**config.mk**
```make
export PLATFORM = sky130hd
export DESIGN_NAME = rf_wb_arbiter
export DESIGN_NICKNAME = d
export VERILOG_FILES = /design/src/rtl/mips_pkg.sv /design/src/rtl/rr_arbiter.sv /design/src/rtl/rf_wb_arbiter.sv
export SDC_FILE = /design/constraint.sdc
export NUM_CORES = 1
export LEC_CHECK = 0
export CORE_UTILIZATION = 40
export DETAILED_ROUTE_END_ITERATION = 12
export PLACE_DENSITY = 0.77
export SYNTH_ARGS = -nofsm -noshare
export SYNTH_HDL_FRONTEND = slang
export SYNTH_SLANG_ARGS = --single-unit
```
**constraint.sdc**
```tcl
create_clock -name clk -period 4.4 [get_ports clk]
set_input_delay 0.88 -clock clk [delete_from_list [all_inputs] [get_ports clk]]
set_output_delay 0.88 -clock clk [all_outputs]
set_load 0.05 [all_outputs]
```
**src/rtl/mips_pkg.sv**
```systemverilog
// Shared core constants: register-file geometry and write-back requester indices.
package mips_pkg;

    localparam int REG_AW   = 5;
    localparam int DATA_W   = 32;
    localparam int NUM_REGS = 32;

    localparam int WB_ALU    = 0;
    localparam int WB_LOAD   = 1;
    localparam int WB_MULDIV = 2;

    typedef logic [REG_AW-1:0] reg_addr_t;
    typedef logic [DATA_W-1:0] reg_data_t;

endpackage

```
**src/rtl/rr_arbiter.sv**
```systemverilog
// Combinational round-robin arbiter: searches last+1, last+2, ... modulo N and
// grants the first asserted request.
module rr_arbiter #(
    parameter int N = 3,
    localparam int LW = (N > 1) ? $clog2(N) : 1
) (
    input  logic [N-1:0]  req,
    input  logic [LW-1:0] last,
    output logic [N-1:0]  grant,
    output logic [LW-1:0] idx
);

    localparam int SW = LW + 1;

    logic [SW-1:0] sum_s;
    logic [LW-1:0] cand_s;
    logic          found_s;

    // Priority search starting just after the previous winner
    always_comb begin
        grant   = '0;
        idx     = '0;
        found_s = 1'b0;
        sum_s   = '0;
        cand_s  = '0;
        for (int off = 1; off <= N; off++) begin
            // sum never exceeds 2N-1, so one conditional subtract is a full modulo
            sum_s = {1'b0, last} + SW'(off);
            if (sum_s >= SW'(N)) begin
                cand_s = LW'(sum_s - SW'(N));
            end else begin
                cand_s = sum_s[LW-1:0];
            end
            if (!found_s && req[cand_s]) begin
                grant[cand_s] = 1'b1;
                idx           = cand_s;
                found_s       = 1'b1;
            end else begin
                found_s = found_s;
            end
        end
    end

endmodule

```
**src/rtl/rf_wb_arbiter.sv**
```systemverilog
// Register-file write-port arbiter for the write-back requesters, with a
// pending-write scoreboard driving decode hazard and bypass signals.
module rf_wb_arbiter
    import mips_pkg::*;
#(
    parameter int NREQ = 3,
    parameter int AW   = REG_AW,
    parameter int DW   = DATA_W
) (
    input  logic                clk,
    input  logic                reset,
    input  logic [NREQ-1:0]     req_valid,
    input  logic [NREQ*AW-1:0]  req_addr,
    input  logic [NREQ*DW-1:0]  req_data,
    output logic [NREQ-1:0]     req_ready,
    output logic                rf_we,
    output logic [AW-1:0]       rf_addr,
    output logic [DW-1:0]       rf_data,
    input  logic                rsv_valid,
    input  logic [AW-1:0]       rsv_addr,
    input  logic [AW-1:0]       chk_addr_a,
    input  logic [AW-1:0]       chk_addr_b,
    output logic                hazard_a,
    output logic                hazard_b,
    output logic                byp_a,
    output logic                byp_b,
    output logic [NUM_REGS-1:0] pending
);

    localparam int LW = (NREQ > 1) ? $clog2(NREQ) : 1;

    logic [LW-1:0]       last_r;
    logic [NREQ-1:0]     grant_s;
    logic [LW-1:0]       gidx_s;
    logic [NREQ-1:0]     ready_s;
    logic                xfer_s;
    logic [AW-1:0]       sel_addr_s;
    logic [DW-1:0]       sel_data_s;
    logic                rf_we_r;
    logic [AW-1:0]       rf_addr_r;
    logic [DW-1:0]       rf_data_r;
    logic [NUM_REGS-1:0] pending_r;
    logic [NUM_REGS-1:0] pending_nxt_s;

    rr_arbiter #(.N(NREQ)) u_rr (
        .req   (req_valid),
        .last  (last_r),
        .grant (grant_s),
        .idx   (gidx_s)
    );

    // Grants are suppressed while reset is held so no transfer is ever seen
    always_comb begin
        ready_s = '0;
        if (reset) begin
            ready_s = '0;
        end else begin
            ready_s = grant_s;
        end
    end

    assign xfer_s = |ready_s;

    // AND-OR mux of the granted requester's address and data
    always_comb begin
        sel_addr_s = '0;
        sel_data_s = '0;
        for (int i = 0; i < NREQ; i++) begin
            sel_addr_s = sel_addr_s | (req_addr[i*AW +: AW] & {AW{ready_s[i]}});
            sel_data_s = sel_data_s | (req_data[i*DW +: DW] & {DW{ready_s[i]}});
        end
    end

    // Write-port drive register and round-robin pointer
    always_ff @(posedge clk or posedge reset) begin
        if (reset) begin
            rf_we_r   <= 1'b0;
            rf_addr_r <= '0;
            rf_data_r <= '0;
            last_r    <= LW'(NREQ - 1);
        end else begin
            rf_we_r <= xfer_s;
            if (xfer_s) begin
                rf_addr_r <= sel_addr_s;
                rf_data_r <= sel_data_s;
                last_r    <= gidx_s;
            end
        end
    end

    // Scoreboard next state: a new reservation outranks a same-cycle commit
    always_comb begin
        pending_nxt_s = '0;
        for (int k = 0; k < NUM_REGS; k++) begin
            pending_nxt_s[k] = (rsv_valid && (rsv_addr == AW'(k)) && (k != 0))
                             | (pending_r[k] & ~(rf_we_r && (rf_addr_r == AW'(k))));
        end
    end

    // Scoreboard register
    always_ff @(posedge clk or posedge reset) begin
        if (reset) begin
            pending_r <= '0;
        end else begin
            pending_r <= pending_nxt_s;
        end
    end

    // Decode-side forwarding and stall detection; register 0 is never tracked
    always_comb begin
        byp_a    = rf_we_r && (rf_addr_r == chk_addr_a) && (chk_addr_a != '0);
        byp_b    = rf_we_r && (rf_addr_r == chk_addr_b) && (chk_addr_b != '0);
        hazard_a = pending_r[chk_addr_a] && !byp_a;
        hazard_b = pending_r[chk_addr_b] && !byp_b;
    end

    assign req_ready = ready_s;
    assign rf_we     = rf_we_r;
    assign rf_addr   = rf_addr_r;
    assign rf_data   = rf_data_r;
    assign pending   = pending_r;

endmodule

```
==> reports/metrics.yaml <==
status:
  status: "complete, no violations"
setup_path:
  reg2regPathDepth: 10
  crit_type: "in2out"
  critPathArrivalTime_ns: 3.19
  cp.buffers_inverters: 3
  critPathMaxStageDelay_ns: 0.86
  setup.worst_path.end: "byp_a"
  r2r-end: "last_r[1]"
  worstSetupEndpointType: "primary output"
  cp.required_ns: 3.52
  regToRegStartpoint: "last_r[1]"
  crit_slowest_cell: "clkdlybuf4s50_1"
  critical_path_peak_fanout: 9
  worstPathCellList: "clkdlybuf4s50_1 > buf_4 > xnor2_1 > nand2_1 > nor3_1 > clkdlybuf4s50_1"
  cp_common_cell: "clkdlybuf4s50_1"
  path_depth: 6
  cp-start-kind: "primary input"
  cp_top_family: "buffers and inverters"
  reg2reg_setup_slack_ns: 0.80
  startpoint: "chk_addr_a[0]"
die:
  die_x_um: 103
  io_pins: 209
  initial_core_util_pct: 41.6
  die_h_um: 103
  core_area_sq_um: 9860
  die-area_sq_um: 10700
  rows: 36
synth:
  synthTopCellsByCount: "o21ai_0, dfrtp_1, inv_1"
  synth_seq_cells: 72
  syn_avg_cell_area_sq_um: 10.3
  syn_area_sq_um: 4110
  yosys.cell_types.count: 41
  synth-edff-count: 0
  yosys.cell_count.top_type: "o21ai_0"
  netlist_instances: 400
  syn-num-nets: 538
  synth_area_leader_cell: "dfrtp_1"
  synth_ff_type: "dfrtp_1"
  synth_top_area_share_pct: 43.3
  synth_area_leaders: "dfrtp_1, o21ai_0, mux4_2"
  synth_async_sr_flop_share_pct: 100
  synth_warnings: 0
  ys_seq_area_share_pct: 43.9
grt:
  grt_overflow: 0
  track_usage_pct: 28.8
  grt_pass1_vias: 4236
  grt_max_degree: 73
  grt_first_pass_wirelength_um: 22700
  antenna_found_initial: 0
placed_design:
  placed_cells: 725
  hpwl_um: 11400
  io_buffers: 208
  gp_congestion: 0.918
clocking:
  cts_tree: "built"
  cts_max_level: 3
  cts_made_buffers: 9
  cts_num_sinks: 72
  postCtsHoldBufs: 0
  cts_buffer_depth: 2
  cts_resized: 0
  clock_latency_ns: 0.34
  cts_root_buf: "clkbuf_8"
  clk_pin_slew_worst_paths_ns: 0.08
  post_cts_buffers: 0
detailed_routing:
  vias: 4274
  vias_per_cell: 5.77
  drc: 0
  final_antenna_net_count: 0
  routedWlPerCell_um: 20.0
  wirelength_um: 14800
  drt_pass1_iterations: 8
  dr.first_iter.drc_count: 432
power:
  pwr-share-clk_pct: 10.0
  p_leak_uw: 0.00253
  switchingPower_uw: 2820
  pwr-share-seq_pct: 24.6
  ir_worst_vdd_uv: 504
  p_int_uw: 2620
  p_sw_share_pct: 51.9
  comb_power_share_pct: 65.4
  p_per_area_nw_per_um2: 831
sta:
  fmax_ghz: 0.246
  fin_setup_tns_ns: 0
  rsz0062_at_grt: "false"
  drv_slew: 0
  fin_skew_ns: 0.0124
  setup_viol: 0
  slew_headroom_pct: 40.7
  period_share_pct: 92.4
  hold_violations: 0
  fin_crit_ns: 4.07
  tightest_slew_ns: 0.889
min_path:
  hold_path.class: "reg2reg"
layout:
  area_delta_synth_final_pct: 59.3
  diodes: 0
  fill_cells: 787
  final_nets: 741
  finalNonFillerCells: 741
  drive_above_1_share_pct: 9.87
job:
  cap_violations: 0
layout make-up:
type	count	area [sq um]	share of cell area [%]
Clock inverter	3	40.0	0.612
Tap cell	133	166	2.54
Sequential cell	72	1800	27.6
Inverter	44	165	2.53
Multi-Input combinational cell	258	2010	30.8
Timing Repair Buffer	218	2190	33.6
Clock buffer	13	159	2.43
how the worst min path moves through the flow:
stage                 from           to  slack, ns  cells past startpoint
2_1_floorplan    last_r[1]    last_r[1]       0.63                      1
3_3_place_gp   rf_data[21]  rf_data[21]       0.51                      2
3_5_place_dp   rf_data[18]  rf_data[18]       0.52                      2
4_1_cts        rf_data[18]  rf_data[18]       0.53                      2
5_1_grt        rf_data[22]  rf_data[22]       0.55                      2
6_report       rf_data[18]  rf_data[18]       0.53                      2
routing by layer:
layer  wire length (um)  track usage, %
met1               5820            36.0
met2               7460            49.1
met3               1250            6.92
met4                260            9.64
met5                  0               0
sequential cells by signal, indices dropped and copies added (netlist names):
register,flops
pending,32
rf_data,32
rf_addr,5
last_r,2
rf_we,1
worst min-delay path: stages, from the launching register on:
cell and delay [ns]:
dfrtp_1 0.38, inv_1 0.05, o21ai_1 0.06
kinds of logic after synthesis:
| logic type | count (synthesis) | share of synthesized area (%) |
|---|---|---|
| multiplexers | 27 | 12.9 |
| AND/OR/NAND/NOR | 61 | 7.68 |
| flip-flops | 72 | 43.9 |
| adder cells (fa/ha/maj) | 6 | 1.83 |
| XOR/XNOR | 9 | 1.92 |
| buffers and inverters | 70 | 7.28 |
| AO/OA/AOI/OAI | 155 | 24.5 |
power by group through the flow:
stage                     Clock (uW)  Sequential, uW  Combinational, uW
after floorplan                    0            2270               1350
after global placement             0            1330               3480
after detailed placement           0            1340               3540
after CTS                        552            1330               3560
after global routing             581            1380               3790
final                            543            1340               3560
through the flow:
stage	util, %	cell area, sq um	setup slack [ns]	power [uW]	hold slack, ns
after floorplan	-	4110	0.282	3620	0.629
after global placement	64.3	6340	0.391	4820	0.514
after detailed placement	64.3	6340	0.318	4890	0.520
after CTS	66.3	6540	0.316	5440	0.531
after global routing	66.3	6540	0.169	5750	0.546
final	66.3	6540	0.334	5440	0.531
placed cells by master, fill, tap and decap left out, types with 9 or more instances in the layout:
cell	netlist	routed
nor2_1	11	11
o21ai_1	10	10
nand2_1	13	13
clkbuf_8	0	11
buf_4	5	11
o21ai_0	92	92
mux4_2	20	20
clkdlybuf4s50_1	0	203
xnor2_1	9	9
inv_1	44	43
nand3_1	11	11
a222oi_1	37	37
dfrtp_1	71	71
(Power assumes the default switching activity.)
